File: src/rtl/ycbcr_tile_renderer.sv
// ycbcr_tile_renderer
//   Pulls 4:2:2 YCbCr words from a first-word-fall-through line FIFO inside
//   a programmable active window. It converts them to clamped RGB888 for the
//   HDMI/DVI encoder. Pixels whose tile index differs from the screen tile
//   are blanked, and FIFO underflow is flagged.
//
//   Optional build macro: LINE_CHECK_EN (compare the line number embedded in
//   the first word of each line against the timing generator's line).
//
// Ports
//   i_clk_74M    pixel clock
//   i_rst        asynchronous active-high reset
//   i_hcnt       horizontal timing counter (free running)
//   i_vcnt       vertical timing counter (free running)
//   i_mode       0=YCbCr->RGB, 1=gradient test, 2=luma grey, 3=black
//   i_tile_en    1=blank pixels whose tile index mismatches the screen tile
//   i_fifo_empty FIFO empty
//   i_data       [28:27] tile, [26:16] line, [15:8] Y, [7:0] C (Cr/Cb alternate)
//   o_fifo_read  FIFO pop (combinational)
//   i_clr_err    clears the sticky flags (a coincident set wins)
//   o_r/o_g/o_b  pixel colour, 3 cycles after the input pixel
//   o_de         data enable aligned with o_r/o_g/o_b
//   o_underflow  sticky: FIFO was empty during the active window
//   o_line_err   sticky: line number mismatch (0 unless LINE_CHECK_EN)
module ycbcr_tile_renderer #(
    parameter int HSTART   = 1,
    parameter int HWIDTH   = 1200,
    parameter int VSTART   = 24,
    parameter int VHEIGHT  = 721,
    parameter int TILES_X  = 2,
    parameter int TILE_PIX = 600,
    parameter int CNT_W    = 12
) (
    input  logic             i_clk_74M,
    input  logic             i_rst,
    input  logic [CNT_W-1:0] i_hcnt,
    input  logic [CNT_W-1:0] i_vcnt,
    input  logic [1:0]       i_mode,
    input  logic             i_tile_en,
    input  logic             i_fifo_empty,
    input  logic [28:0]      i_data,
    output logic             o_fifo_read,
    input  logic             i_clr_err,
    output logic [7:0]       o_r,
    output logic [7:0]       o_g,
    output logic [7:0]       o_b,
    output logic             o_de,
    output logic             o_underflow,
    output logic             o_line_err
);
    typedef enum logic [1:0] {S_IDLE, S_VBLANK, S_HBLANK, S_LINE} state_t;

    localparam int TP_W = (TILE_PIX > 1) ? $clog2(TILE_PIX) : 1;
    localparam logic [CNT_W-1:0] H_BEG   = CNT_W'(HSTART);
    localparam logic [CNT_W-1:0] H_END   = CNT_W'(HSTART + HWIDTH);
    localparam logic [CNT_W-1:0] V_BEG   = CNT_W'(VSTART);
    localparam logic [CNT_W-1:0] V_END   = CNT_W'(VSTART + VHEIGHT);
    localparam logic [TP_W-1:0]  TP_LAST = TP_W'(TILE_PIX - 1);

    state_t          state;
    logic [1:0]      mode_q;
    logic            active, first_px, uf_set;
    logic            px_odd;
    logic [TP_W-1:0] tpix;
    logic [1:0]      tile;
    logic [7:0]      cr_q, cb_q;

    logic [3:1]      vld_pipe;
    logic            blank1, blank2;
    logic [7:0]      y1, y2, hc1, hc2, vc1, vc2;
    logic signed [19:0] ys, crs, cbs;
    logic signed [19:0] r2, g2, b2;
    logic signed [19:0] rs, gs, bs;

    // The window opens on the same cycle the counters reach HSTART and
    // closes on the cycle they reach HSTART+HWIDTH, so it is derived from
    // the current state plus the counters rather than the state alone.
    assign active = (state == S_LINE && i_hcnt != H_END) ||
                    (state == S_HBLANK && i_vcnt != V_END && i_hcnt == H_BEG);
    assign first_px    = active && state != S_LINE;
    assign o_fifo_read = active & ~i_fifo_empty;
    assign uf_set      = active & i_fifo_empty;

    // Frame/line FSM; the mode is latched only on entry to vertical blank.
    always_ff @(posedge i_clk_74M or posedge i_rst) begin
        if (i_rst) begin
            state  <= S_IDLE;
            mode_q <= 2'd0;
        end else begin
            case (state)
                S_IDLE:   if (i_vcnt == '0) begin
                              state  <= S_VBLANK;
                              mode_q <= i_mode;
                          end
                S_VBLANK: if (i_vcnt == V_BEG) state <= S_HBLANK;
                S_HBLANK: if (i_vcnt == V_END) begin
                              state  <= S_VBLANK;
                              mode_q <= i_mode;
                          end else if (i_hcnt == H_BEG) begin
                              state <= S_LINE;
                          end
                S_LINE:   if (i_hcnt == H_END) state <= S_HBLANK;
                default:  state <= S_IDLE;
            endcase
        end
    end

    // Column parity and screen tile. Counting pixels within a tile replaces
    // a px / TILE_PIX divider. Everything restarts whenever the window is closed.
    always_ff @(posedge i_clk_74M or posedge i_rst) begin
        if (i_rst) begin
            px_odd <= 1'b0;
            tpix   <= '0;
            tile   <= 2'd0;
        end else if (!active) begin
            px_odd <= 1'b0;
            tpix   <= '0;
            tile   <= 2'd0;
        end else begin
            px_odd <= ~px_odd;
            if (tpix == TP_LAST) begin
                tpix <= '0;
                tile <= tile + 2'd1;
            end else begin
                tpix <= tpix + 1'b1;
            end
        end
    end

    // Stage 1: capture fields. Chroma only updates on a real pop; the pair
    // is cleared between lines so the first pixel sees Cb=0.
    always_ff @(posedge i_clk_74M or posedge i_rst) begin
        if (i_rst) begin
            vld_pipe <= '0;
            y1       <= 8'd0;
            blank1   <= 1'b0;
            hc1      <= 8'd0;
            vc1      <= 8'd0;
            cr_q     <= 8'd0;
            cb_q     <= 8'd0;
        end else begin
            vld_pipe <= {vld_pipe[2:1], active};
            y1       <= i_fifo_empty ? 8'd0 : i_data[15:8];
            blank1   <= i_fifo_empty | (i_tile_en & (i_data[28:27] != tile));
            hc1      <= i_hcnt[9:2];
            vc1      <= i_vcnt[8:1];
            if (!active) begin
                cr_q <= 8'd0;
                cb_q <= 8'd0;
            end else if (!i_fifo_empty) begin
                if (px_odd) cb_q <= i_data[7:0];
                else        cr_q <= i_data[7:0];
            end
        end
    end

    // Stage 2: signed 20-bit products and sums
    assign ys  = {4'd0, y1, 8'd0};
    assign crs = {12'd0, cr_q};
    assign cbs = {12'd0, cb_q};

    always_ff @(posedge i_clk_74M or posedge i_rst) begin
        if (i_rst) begin
            r2     <= '0;
            g2     <= '0;
            b2     <= '0;
            y2     <= 8'd0;
            hc2    <= 8'd0;
            vc2    <= 8'd0;
            blank2 <= 1'b0;
        end else begin
            r2     <= ys + 20'sd359 * crs - 20'sd45952;
            g2     <= ys + 20'sd34688 - 20'sd183 * crs - 20'sd88 * cbs;
            b2     <= ys + 20'sd454 * cbs - 20'sd58112;
            y2     <= y1;
            hc2    <= hc1;
            vc2    <= vc1;
            blank2 <= blank1;
        end
    end

    // Stage 3: arithmetic shift, clamp to 0..255, mode select
    function automatic logic [7:0] clamp8(input logic signed [19:0] v);
        if (v[19])        return 8'd0;
        else if (|v[18:8]) return 8'hff;
        else              return v[7:0];
    endfunction

    assign rs = r2 >>> 8;
    assign gs = g2 >>> 8;
    assign bs = b2 >>> 8;

    always_ff @(posedge i_clk_74M or posedge i_rst) begin
        if (i_rst) begin
            o_r <= 8'd0;
            o_g <= 8'd0;
            o_b <= 8'd0;
        end else if (!vld_pipe[2] || blank2) begin
            o_r <= 8'd0;
            o_g <= 8'd0;
            o_b <= 8'd0;
        end else begin
            case (mode_q)
                2'd0: begin o_r <= clamp8(rs); o_g <= clamp8(gs); o_b <= clamp8(bs); end
                2'd1: begin o_r <= 8'd0;       o_g <= vc2;        o_b <= hc2;        end
                2'd2: begin o_r <= y2;         o_g <= y2;         o_b <= y2;         end
                default: begin o_r <= 8'd0;    o_g <= 8'd0;       o_b <= 8'd0;       end
            endcase
        end
    end

    assign o_de = vld_pipe[3];

    always_ff @(posedge i_clk_74M or posedge i_rst) begin
        if (i_rst)          o_underflow <= 1'b0;
        else if (uf_set)    o_underflow <= 1'b1;
        else if (i_clr_err) o_underflow <= 1'b0;
    end

`ifdef LINE_CHECK_EN
    logic [10:0] vrel;
    logic        le_set;
    logic        line_err_q;

    assign vrel   = 11'(i_vcnt - V_BEG);
    assign le_set = first_px & ~i_fifo_empty & (i_data[26:16] != vrel);

    always_ff @(posedge i_clk_74M or posedge i_rst) begin
        if (i_rst)          line_err_q <= 1'b0;
        else if (le_set)    line_err_q <= 1'b1;
        else if (i_clr_err) line_err_q <= 1'b0;
    end

    assign o_line_err = line_err_q;
`else
    logic unused_line;
    assign unused_line = ^{i_data[26:16], first_px};
    assign o_line_err  = 1'b0;
`endif

endmodule
File: config.mk
export PLATFORM = sky130hd
export DESIGN_NAME = ycbcr_tile_renderer
export DESIGN_NICKNAME = d
export VERILOG_FILES = /design/src/rtl/ycbcr_tile_renderer.sv
export SDC_FILE = /design/constraint.sdc
export NUM_CORES = 1
export LEC_CHECK = 0
export CORE_MARGIN = 2
export CORE_UTILIZATION = 30
export CTS_CLUSTER_SIZE = 14
export DETAILED_ROUTE_END_ITERATION = 16
export PLACE_DENSITY = 0.44
export SYNTH_ARGS = -nofsm -noshare
export SYNTH_HDL_FRONTEND = slang
export SYNTH_SLANG_ARGS = --single-unit
File: constraint.sdc
create_clock -name i_clk_74M -period 5.35 [get_ports i_clk_74M]
set_clock_uncertainty 0.05 [all_clocks]
set_input_delay 0.8025 -clock i_clk_74M [delete_from_list [all_inputs] [get_ports i_clk_74M]]
set_output_delay 0.8025 -clock i_clk_74M [all_outputs]
set_load 0.02 [all_outputs]
# Yosys cells after proc, flatten, opt, wreduce, memory -nomap -nowiden
# Cells that the tools add are included.
# classes
n_eq_ne	22
multipliers	4
n_reduce_logical	18
n_addsub	9
bitwise	6
mux	35
# ops
operator	count
$mux W8	16
$pmux W8 S3	2
$sub A18 B16 Y19 const B	2
$add A16 B17 Y18	2
$mul A8 B8 Y16 const A	2
$mux W10	2
$sub A18 B16 Y19	1
$mux W2	9
$sub A17 B16 Y18	1
$add A16 B16 Y17 const B	1
$mul A9 B8 Y17 const A	1
$pmux W8 S2	1
$eq A12 B1 Y1 const B	1
$eq A12 B10 Y1 const B	1
$eq A12 B11 Y1 const B	1
$eq A12 B5 Y1 const B	1
$logic_not A12 Y1	1
$mul A4 B8 Y12 const A	1
$ne A12 B10 Y1 const B	1
$ne A12 B11 Y1 const B	1
$reduce_or A4 Y1	3
$add A10 B1 Y10 const B	1
$eq A10 B10 Y1 const B	1
$ne A2 B1 Y1 const B	4
other kinds (20)	37
# word_totals
output_inout_bits	28
word_cells	117
inputBits	60
register_bits	168

# Depth between registers and ports, before layout
# Gate-level depths: netlist of run 1.
# logic_depth
ltp_word	6
ltp_mapped	24
ltp_nobuf	24

# Worst setup path before layout of run 1
# No wires, ideal clock.
# synth_timing
path_type	register to register
startpoint	reg cr_q[7]
endpoint	reg g2[16]
t_required_ps	5220
path_stages_with_launch	23
t_arrival_ps	5510
synth_period_minus_slack_ps	5640
path_slack_ps	-290
path_cell_list	dfrtp_1 > inv_1 > ha_1 > inv_1 > ha_1 > inv_1 > ha_1 > or2_2 > fa_1 > fa_1 > fa_1 > ha_1 > o21ai_0 > nand2b_1 > a31oi_2 > xnor2_1 > ha_1 > a21oi_1 > o21ai_1 > a31o_4 > a31o_4 > a211oi_4 > xnor2_1
# synth_via
elab_chain_len	3
# synth_lines
element	line_no	rtl
start: declaration	66	logic [7:0] cr_q, cb_q;
start signal: assignment	152	else cr_q <= i_data[7:0];
$mul A8 B8 Y16	173	g2 <= ys + 20'sd34688 - 20'sd183 * crs - 20'sd88 * cbs;
$sub A17 B16 Y18	173	
$sub A18 B16 Y19	173	
end signal: assignment	173	
end: declaration	72	logic signed [19:0] r2, g2, b2;
# No other way between the ends.
# A chain may end at the register's enable or synchronous reset.

# Worst setup path in the final report of run 1
# layout_timing
startpoint	reg cr_q[6]
endpoint	reg g2[16]
# Same word-level chain as after synthesis.

==> results of run 1 <==
path summary, 6_finish.rpt:
kind                                          start                    end  slack (ps)  cells after the start
min in group asynchronous                     i_rst  vld_pipe[3]$_DFF_PP0_         910                      2
worst min register to register     hc1[3]$_DFF_PP0_       hc2[3]$_DFF_PP0_         300                      0
worst max register to register  cr_q[6]$_DFFE_PP0P_       g2[16]$_DFF_PP0_         130                     22
worst max-delay path            cr_q[6]$_DFFE_PP0P_       g2[16]$_DFF_PP0_         130                     22
max in group asynchronous                     i_rst    cr_q[4]$_DFFE_PP0P_        3340                      3
worst min-delay path               hc1[3]$_DFF_PP0_       hc2[3]$_DFF_PP0_         300                      0
layer usage:
metal | up-vias | share of wire (%)
met1 | 3420 | 52
li1 | 3691 | -
met2 | 65 | 45
met3 | 15 | 2.3
met4 | 0 | 1.1
met5 | - | 0
power breakdown:
group | internal [mW] | switching (mW) | total (mW)
Combinational | 0.147 | 0.163 | 0.309
Clock | 0.674 | 0.559 | 1.23
Sequential | 1.15 | 0.0282 | 1.17
critical path: stages, from the launching register on:
cell	delay [ps]
dfrtp_1	400
inv_2	70
ha_4	260
inv_2	40
ha_4	250
inv_2	30
ha_4	140
or2_4	230
fa_2	460
fa_1	560
fa_1	460
ha_4	260
o21ai_4	140
nand2b_4	70
a31oi_4	230
xnor2_2	160
ha_4	240
a21oi_2	130
o21ai_1	90
a31o_4	220
a31o_4	250
a211oi_4	250
xnor2_1	140
logic make-up after synthesis:
logic type               count (synthesis)  share of synthesized area [%]
AND/OR/NAND/NOR                        182                           8.23
buffers and inverters                  187                           6.57
flip-flops                             144                           33.6
XOR/XNOR                                68                           5.55
multiplexers                             3                          0.303
other                                    1                         0.0349
AO/OA/AOI/OAI                          184                           10.7
adder cells (fa/ha/maj)                261                           35.0
sequential cells by signal (all words and copies together) (netlist names), 10 cells and up:
| name | cells |
|---|---|
| b2 | 11 |
| g2 | 11 |
| r2 | 11 |
| tpix | 10 |
per-stage QoR:
| stage | hold slack (ps) | cells |
|---|---|---|
| 6_report | 297 | 1642 |
| 3_3_place_gp | 283 | 1604 |
| 4_1_cts | 296 | 1642 |
| 5_1_grt | 291 | 1642 |
| 2_1_floorplan | 281 | 1030 |
| 3_5_place_dp | 285 | 1604 |
layout make-up:
class	instances	area [µm²]	area share [%]
inverters	171	647	4.81
multi-input cells	699	6770	50.4
repair buffers	135	1220	9.05
well taps	461	577	4.29
clock buffers	17	425	3.17
clock inverters	15	194	1.44
flip-flops and latches	144	3610	26.8
cells in the mapped netlist, types with 9 or more instances:
cell,n
a21o_1,24
ha_1,195
dfrtp_1,144
fa_1,66
nand2b_1,11
nand2_1,63
a21oi_1,58
clkbuf_1,12
nor2_1,34
nor2b_1,17
inv_1,170
xor2_1,31
a31oi_1,20
nor3_1,17
o21ai_0,42
or2_2,9
xnor2_1,37
repair_timing:
item / in CTS / in global routing
resized for setup: 17 / 46
buffers inserted: 6 / 0
setup endpoints to repair: 5 / 10
pin swaps: 10 / 23
hold buffers: 0 / 0
==> qor.csv, run 1 <==
stage,metric,value,unit
detailed_routing,routedWlPerCell,15.1,µm
critical_path,critPathKind,flip-flop to flip-flop,
place,gp_congestion,0.774,
logic_synthesis,mappedNetlistArea,10700,µm²
critical_path,start_kind,flip-flop,
logic_synthesis,synthFlopType,dfrtp_1,
power,ir_worst_vdd,216,µV
logic_synthesis,synth_cells,1030,
global_routing,overflow,0,
layout,final_cell_mix,"ha_1, inv_1, dfrtp_1",
timing,period_minus_slack,5220,ps
global_routing,grt_max_degree,114,
logic_synthesis,ys_seq_area_share,33.6,%
layout,finalNetCount,1489,
logic_synthesis,synth_top_area_share,33.6,%
timing,tns,0,ps
timing,hold_viol,0,
detailed_routing,first_pass_iters,4,
floorplanning,rows,69,
layout,drive_gt1_share,13.9,%
clocking,clock_path_buffers,2,
global_routing,busiest_layer,met2,
detailed_routing,postRouteAntennaNets,0,
timing,slew_viol_final,0,
detailed_routing,vias_per_cell,4.38,
floorplanning,io_pins,88,
timing,setup_viol,0,
floorplanning,die_x,193,µm
floorplanning,initial_utilization,30.3,%
layout,stdcell_area,13400,µm²
timing,fin_crit_sh,97.5,%
power,leakage,6.55,nW
layout,diodes,0,
place,io_buffers,75,
detailed_routing,drc_errors,0,
outcome,outcome,"finished, final reports clean",
layout,mostFrequentLayoutCell,ha_1,
global_routing,grt_util_all_layers,14.2,%
floorplanning,die-area,37300,µm²
clocking,numClockSinks,144,
layout,n_fill_cell,3569,
floorplanning,dieHeight,193,µm
clocking,cts-root-buf,clkbuf_16,
logic_synthesis,synth-edff-count,0,
global_routing,antenna_found_initial,0,
floorplanning,core,35400,µm²
critical_path,worstSetupEndpointType,flip-flop,
logic_synthesis,synthTopCellsByArea,"dfrtp_1, ha_1, fa_1",
place,dpl.hpwl,20300,µm
global_routing,use_met2,22.1,%
global_routing,grt_pass1_wl,40400,µm
power,power,2.72,mW
global_routing,grt_pass1_vias,7550,
timing,fmax,192,MHz
clocking,htree_levels,4,
run,max-cap-violations,0,
clocking,cts_tree,built,
logic_synthesis,ys_async_sr_fraction,100,%
worst_hold_path,hold_class,flip-flop to flip-flop,
clocking,clkTransAtPathRegs,70,ps
place,place_ws,-87.9,ps
critical_path,crit_fanout,3,
layout,area_delta_synth_final,25.1,%
critical_path,required,5650,ps
detailed_routing,num_vias,7191,
timing,worst_pin_slew,1010,ps
logic_synthesis,syn_nets,1351,
logic_synthesis,synthDistinctLibCells,55,
clocking,worstSkewPairLatency,430,ps
timing,slew_headroom,32.3,%
logic_synthesis,ys_ff_latch,144,
place,dpl-instance-area,12400,µm²
global_routing,met1_usage,20.9,%
critical_path,arrival,5510,ps
logic_synthesis,postSynthAreaPerCell,10.4,µm²
layout,final_core_util,38.0,%
global_routing,use_met3,2.10,%
power,p_per_area,202,nW/µm²
clocking,cts_buffers,17,
timing,finalWorstSetupSlack,133,ps
logic_synthesis,yosysTopAreaCell,dfrtp_1,
detailed_routing,first_iter_violations,268,
detailed_routing,wl,24900,µm
logic_synthesis,yosysWarnings,0,
No activity file was read; power rests on OpenSTA's default activity.
==> run 2: changes to the inputs <==
--- a/config.mk
+++ b/config.mk
@@ -5,11 +5,12 @@
 export SDC_FILE = /design/constraint.sdc
 export NUM_CORES = 1
 export LEC_CHECK = 0
+export CORE_ASPECT_RATIO = 1.2
 export CORE_MARGIN = 2
 export CORE_UTILIZATION = 30
 export CTS_CLUSTER_SIZE = 14
 export DETAILED_ROUTE_END_ITERATION = 16
-export PLACE_DENSITY = 0.44
+export PLACE_DENSITY = 0.57
 export SYNTH_ARGS = -nofsm -noshare
 export SYNTH_HDL_FRONTEND = slang
 export SYNTH_SLANG_ARGS = --single-unit
==> qor.csv, run 2 (same netlist as run 1, synthesis figures left out) <==
stage,metric,value,unit,change
clocking,worstSkewPairLatency,440,ps,about the same
layout,area_delta_synth_final,23.4,%,
floorplanning,rows,75,,+8.7%
layout,final_core_util,37.7,%,-0.22 points
global_routing,antenna_found_initial,0,,unchanged
critical_path,slowest_stage,fa_1,,
clocking,clock_path_buffers,2,,unchanged
critical_path,crit_fanout,3,,unchanged
timing,hold_viol,0,,unchanged
critical_path,arrival,5600,ps,+90 ps
outcome,outcome,"finished, final reports clean",,
run,max-cap-violations,0,,unchanged
floorplanning,initial_utilization,30.6,%,+0.26 points
timing,fmax,188,MHz,-1.7%
floorplanning,dieHeight,211,µm,+9.3%
floorplanning,io_pins,88,,unchanged
clocking,clkTransAtPathRegs,70,ps,about the same
global_routing,grt_max_degree,109,,-4.4%
critical_path,critPathMaxStageDelay,570,ps,about the same
layout,mostFrequentLayoutCell,ha_1,,
floorplanning,core,35100,µm²,-0.85%
timing,holdWs,294,ps,-3.01 ps
power,ir_worst_vdd,187,µV,-14%
timing,setup_viol,0,,unchanged
place,dpl.hpwl,19300,µm,-4.7%
critical_path,crit_family,adder cells,,
detailed_routing,routedWlPerCell,14.4,µm,-5.1%
critical_path,crit_chain,inv_2 > ha_4 > inv_4 > ha_4 > inv_2 > ha_4 > or2_4 > fa_2 > fa_1 > fa_1 > ha_4 > o21ai_4 > nand2b_4 > a31oi_4 > o21bai_1 > a21oi_2 > xnor2_1 > ha_1 > a21o_1 > a31o_4 > a211oi_4 > xnor2_1,,
timing,period_minus_slack,5310,ps,+88.0 ps
critical_path,start_kind,flip-flop,,
detailed_routing,first_iter_violations,301,,+12%
clocking,cts-root-buf,clkbuf_16,,
detailed_routing,drc_errors,0,,unchanged
detailed_routing,vias_per_cell,4.44,,+1.5%
floorplanning,die_x,177,µm,-8.5%
critical_path,worstSetupEndpointType,flip-flop,,
timing,rsz0062_at_grt,yes,,
timing,slew_headroom,36.9,%,+4.6 points
layout,final_cell_mix,"ha_1, inv_1, dfrtp_1",,
power,p_per_area,203,nW/µm²,+0.18%
layout,drive_gt1_share,12.4,%,-1.5 points
critical_path,critPathMostFrequentCell,ha_4,,
detailed_routing,wl,23600,µm,-5.2%
layout,multi_input_area,6610,µm²,-2.4%
worst_hold_path,hold_class,flip-flop to flip-flop,,
global_routing,grt_pass1_wl,39000,µm,-3.3%
timing,worst_pin_slew,947,ps,-66.9 ps
critical_path,critPathKind,flip-flop to flip-flop,,
power,leakage,6.52,nW,-0.54%
global_routing,overflow,0,,unchanged
layout,top_regs,"b2: 11 flops, g2: 11 flops, r2: 11 flops",,
critical_path,required,5640,ps,about the same
timing,fin_crit_sh,99.2,%,+1.6 points
clocking,cts_buffers,17,,unchanged
layout,n_fill_cell,3458,,-3.1%
layout,seq_area,3610,µm²,about the same
layout,diodes,0,,unchanged
clocking,htree_levels,4,,unchanged
place,io_buffers,75,,unchanged
floorplanning,die-area,37300,µm²,about the same
global_routing,grt_pass1_vias,7844,,+3.9%
detailed_routing,first_pass_iters,4,,unchanged
clocking,cts_tree,built,,
detailed_routing,postRouteAntennaNets,0,,unchanged
place,gp_congestion,0.795,,+2.8%
critical_path,worst-path-buf-inv,3,,unchanged
detailed_routing,num_vias,7288,,+1.3%
global_routing,grt_util_all_layers,13.4,%,-0.81 points
layout,finalNetCount,1486,,-0.20%
clocking,numClockSinks,144,,unchanged
timing,slew_viol_final,0,,unchanged
-- run 2: what timing repair did --
| item | in CTS | in global routing |
|---|---|---|
| pin swaps | 14 | 22 |
| setup buffers | 3 | 5 |
| setup endpoints to repair | 5 | 10 |
| hold endpoints to repair | 0 | 0 |
| resized for setup | 16 | 22 |
| hold buffers | 0 | 0 |
-- run 2: per-layer routing --
metal | track usage [%] | routed length [µm] | vias to the layer above
met1 | 16.2 | 10400 | 3492
met3 | 2.20 | 612 | 26
met2 | 24.5 | 12200 | 91
met4 | 3.85 | 379 | 0
met5 | 0 | 0 | -
li1 | - | - | 3679
-- run 2: final timing paths --
check | slack (ps) | end | cells past startpoint | start
worst max-delay path | 40 | g2[16]$_DFF_PP0_ | 22 | cr_q[6]$_DFFE_PP0P_
worst min-delay path | 290 | hc2[5]$_DFF_PP0_ | 0 | hc1[5]$_DFF_PP0_
worst max register to register | 40 | g2[16]$_DFF_PP0_ | 22 | cr_q[6]$_DFFE_PP0P_
worst min register to register | 290 | hc2[5]$_DFF_PP0_ | 0 | hc1[5]$_DFF_PP0_
max in group asynchronous | 3270 | g2[13]$_DFF_PP0_ | 3 | i_rst
min in group asynchronous | 910 | tile[1]$_DFFE_PP0P_ | 2 | i_rst
-- run 2: cell type report --
cell class / instances / share of cell area, %
clock buffers: 17 / 3.21
clock inverters: 15 / 1.46
inverters: 171 / 4.90
multi-input cells: 699 / 49.9
flip-flops and latches: 144 / 27.2
well taps: 462 / 4.36
repair buffers: 132 / 8.93
-- run 2: worst reg2reg max path, delay by kind of cell, from the launching register on --
family	cells	cell delay [ps]
AOI/OAI and AO/OA	7	1270
DFF	1	420
and+or+nand+nor	2	320
buffers and inverters	3	160
adders and majority gates	8	2730
xor gates and xnor gates	2	280
-- run 2: where the power goes --
part | internal [mW] | leakage [nW] | switching (mW) | total (mW)
Combinational | 0.149 | 4.40 | 0.156 | 0.305
Clock | 0.636 | 0.299 | 0.571 | 1.21
Sequential | 1.15 | 1.82 | 0.0248 | 1.17
Total | 1.93 | 6.52 | 0.752 | 2.68
-- run 2: metrics by stage --
step / worst slack, ps / setup TNS, ps / area, µm² / total power [mW] / cells
final: 44.5 / 0 / 13200 / 2.68 / 1640
after detailed placement: -106 / -391 / 12400 / 1.48 / 1600
after floorplan: 31.3 / 0 / 10800 / 1.37 / 1030
after global placement: -54.8 / -145 / 12400 / 1.47 / 1600
after global routing: -140 / -512 / 13200 / 2.82 / 1640
after CTS: 3.11 / 0 / 13100 / 2.71 / 1635
==> run 3: changes to the inputs <==
--- a/config.mk
+++ b/config.mk
@@ -5,12 +5,15 @@
 export SDC_FILE = /design/constraint.sdc
 export NUM_CORES = 1
 export LEC_CHECK = 0
+export ABC_CLOCK_PERIOD_IN_PS = 5350
+export CELL_PAD_IN_SITES_DETAIL_PLACEMENT = 1
+export CELL_PAD_IN_SITES_GLOBAL_PLACEMENT = 1
 export CORE_ASPECT_RATIO = 1.2
 export CORE_MARGIN = 2
 export CORE_UTILIZATION = 30
 export CTS_CLUSTER_SIZE = 14
 export DETAILED_ROUTE_END_ITERATION = 16
-export PLACE_DENSITY = 0.57
+export PLACE_DENSITY = 0.67
 export SYNTH_ARGS = -nofsm -noshare
 export SYNTH_HDL_FRONTEND = slang
 export SYNTH_SLANG_ARGS = --single-unit
==> qor.csv, run 3 (same netlist as run 1, synthesis figures left out) <==
stage,metric,value,unit,change
clocking,numClockSinks,144,,unchanged
timing,period_minus_slack,5320,ps,+12.3 ps
critical_path,crit_path_start,cr_q[6]$_DFFE_PP0P_,,
global_routing,grt_max_degree,70,,-36%
clocking,cts-root-buf,clkbuf_16,,
outcome,outcome,"finished, final reports clean",,
critical_path,crit_family,adder cells,,
place,gp_congestion,0.808,,+1.6%
layout,drive_gt1_share,13.3,%,+0.92 points
timing,slew_headroom,35.2,%,-1.7 points
clocking,cts_tree,built,,
clocking,clock_path_buffers,2,,unchanged
place,io_buffers,75,,unchanged
timing,finalWorstSetupSlack,32.2,ps,-12.3 ps
layout,diodes,0,,unchanged
critical_path,r2r-start,cr_q[6]$_DFFE_PP0P_,,
floorplanning,die_x,177,µm,unchanged
timing,fmax,188,MHz,-0.23%
worst_hold_path,hold_class,flip-flop to flip-flop,,
power,leakage,6.52,nW,+0.14%
critical_path,critPathMostFrequentCell,ha_4,,
clocking,cts_buffers,17,,unchanged
critical_path,critPathKind,flip-flop to flip-flop,,
timing,setup_viol,0,,unchanged
detailed_routing,routedWlPerCell,16.1,µm,+12%
clocking,worstSkewPairLatency,430,ps,about the same
detailed_routing,postRouteAntennaNets,0,,unchanged
layout,area_delta_synth_final,24.2,%,
timing,rsz0062_at_grt,yes,,
layout,stdcell_area,13300,µm²,+0.64%
critical_path,slowest_stage,fa_1,,
detailed_routing,drc_errors,0,,unchanged
place,placed_cells,1601,,+0.063%
layout,final_core_util,38.0,%,+0.24 points
global_routing,antenna_found_initial,0,,unchanged
run,max-cap-violations,0,,unchanged
detailed_routing,num_vias,7611,,+4.4%
critical_path,crit_fanout,3,,unchanged
floorplanning,die-area,37300,µm²,unchanged
layout,top_regs,"b2: 11 flops, g2: 11 flops, r2: 11 flops",,
floorplanning,initial_utilization,30.6,%,unchanged
timing,slew_viol_final,0,,unchanged
place,dpl.hpwl,21400,µm,+11%
global_routing,overflow,0,,unchanged
timing,hold_viol,0,,unchanged
layout,finalNetCount,1487,,+0.067%
layout,mostFrequentLayoutCell,ha_1,,
detailed_routing,vias_per_cell,4.64,,+4.4%
clocking,clkTransAtPathRegs,80,ps,about the same
critical_path,required,5660,ps,+20 ps
floorplanning,core,35100,µm²,unchanged
global_routing,grt_util_all_layers,14.9,%,+1.4 points
floorplanning,rows,75,,unchanged
layout,final_cell_mix,"ha_1, inv_1, dfrtp_1",,
clocking,postCtsHoldBufs,0,,unchanged
place,dpl-instance-area,12400,µm²,about the same
place,place_ws,-141,ps,-35.3 ps
layout,fin_cells,1641,,+0.061%
critical_path,arrival,5630,ps,+30 ps
global_routing,grt_pass1_wl,43200,µm,+11%
power,ir_worst_vdd,204,µV,+9.3%
global_routing,grt_pass1_vias,8585,,+9.4%
detailed_routing,wl,26400,µm,+12%
detailed_routing,first_iter_violations,329,,+9.3%
clocking,htree_levels,4,,unchanged
floorplanning,dieHeight,211,µm,unchanged
critical_path,critPathMaxStageDelay,560,ps,about the same
worst_hold_path,min-delay-start,hc1[2]$_DFF_PP0_,,
critical_path,worst-path-buf-inv,4,,+1
layout,n_fill_cell,3919,,+13%
critical_path,worstSetupEndpointType,flip-flop,,
critical_path,crit_chain,inv_2 > ha_4 > inv_4 > ha_4 > inv_2 > ha_4 > or2_4 > fa_2 > fa_1 > fa_1 > ha_4 > o21ai_4 > nand2b_4 > a31oi_4 > o21bai_1 > a21oi_2 > xnor2_1 > ha_1 > buf_4 > a31o_4 > a211oi_4 > a21o_1,,
detailed_routing,first_pass_iters,4,,unchanged
timing,worst_pin_slew,970,ps,+23.1 ps
timing,fin_crit_sh,99.4,%,+0.23 points
critical_path,start_kind,flip-flop,,
power,p_per_area,204,nW/µm²,+0.59%
floorplanning,io_pins,88,,unchanged
run 3: where the power goes:
part	total (mW)	leakage, nW	switching, mW	internal, mW
Combinational	0.315	4.41	0.168	0.147
Clock	1.23	0.297	0.556	0.674
Sequential	1.17	1.82	0.0256	1.15
Total	2.72	6.52	0.749	1.97
run 3: what timing repair did:
item,in CTS,in global routing
setup endpoints to repair,6,10
pin swaps,21,13
gates resized for setup,26,25
endpoints found under the hold margin,0,0
setup buffers,4,4
run 3: area by class of cell:
cell class                 instances  area (µm²)  share of cell area, %
clock buffer                      17         425                   3.19
tap                              462         578                   4.34
timing repair buffer             133        1190                   8.95
multi-input combinational        699        6690                   50.1
sequential                       144        3610                   27.1
inverter                         171         649                   4.87
clock inverter                    15         191                   1.44
run 3: final timing paths:
check,end,slack (ps),cells past startpoint
hold reg to reg,hc2[2]$_DFF_PP0_,300,0
min in group asynchronous,hc2[0]$_DFF_PP0_,770,2
hold / removal,hc2[2]$_DFF_PP0_,300,0
setup reg to reg,g2[17]$_DFF_PP0_,30,22
max in group asynchronous,cr_q[4]$_DFFE_PP0P_,3500,3
setup / recovery,g2[17]$_DFF_PP0_,30,22
run 3: stage by stage:
stage	hold WS (ps)	setup TNS, ps	power, mW
floorplan	281	0	1.37
global placement	282	-147	1.48
detailed placement	286	-551	1.49
CTS	300	-0.421	2.74
global route	308	-647	2.83
finish	298	0	2.72
run 3: layer usage:
layer	vias to the layer above	share of wire (%)	wire length [µm]	GRT usage (%)
met5	-	0	0	0
met4	0	2.3	609	4.70
met3	31	2.4	640	2.07
met2	103	53	14100	28.3
met1	3794	42	11000	16.9
li1	3683	-	-	-
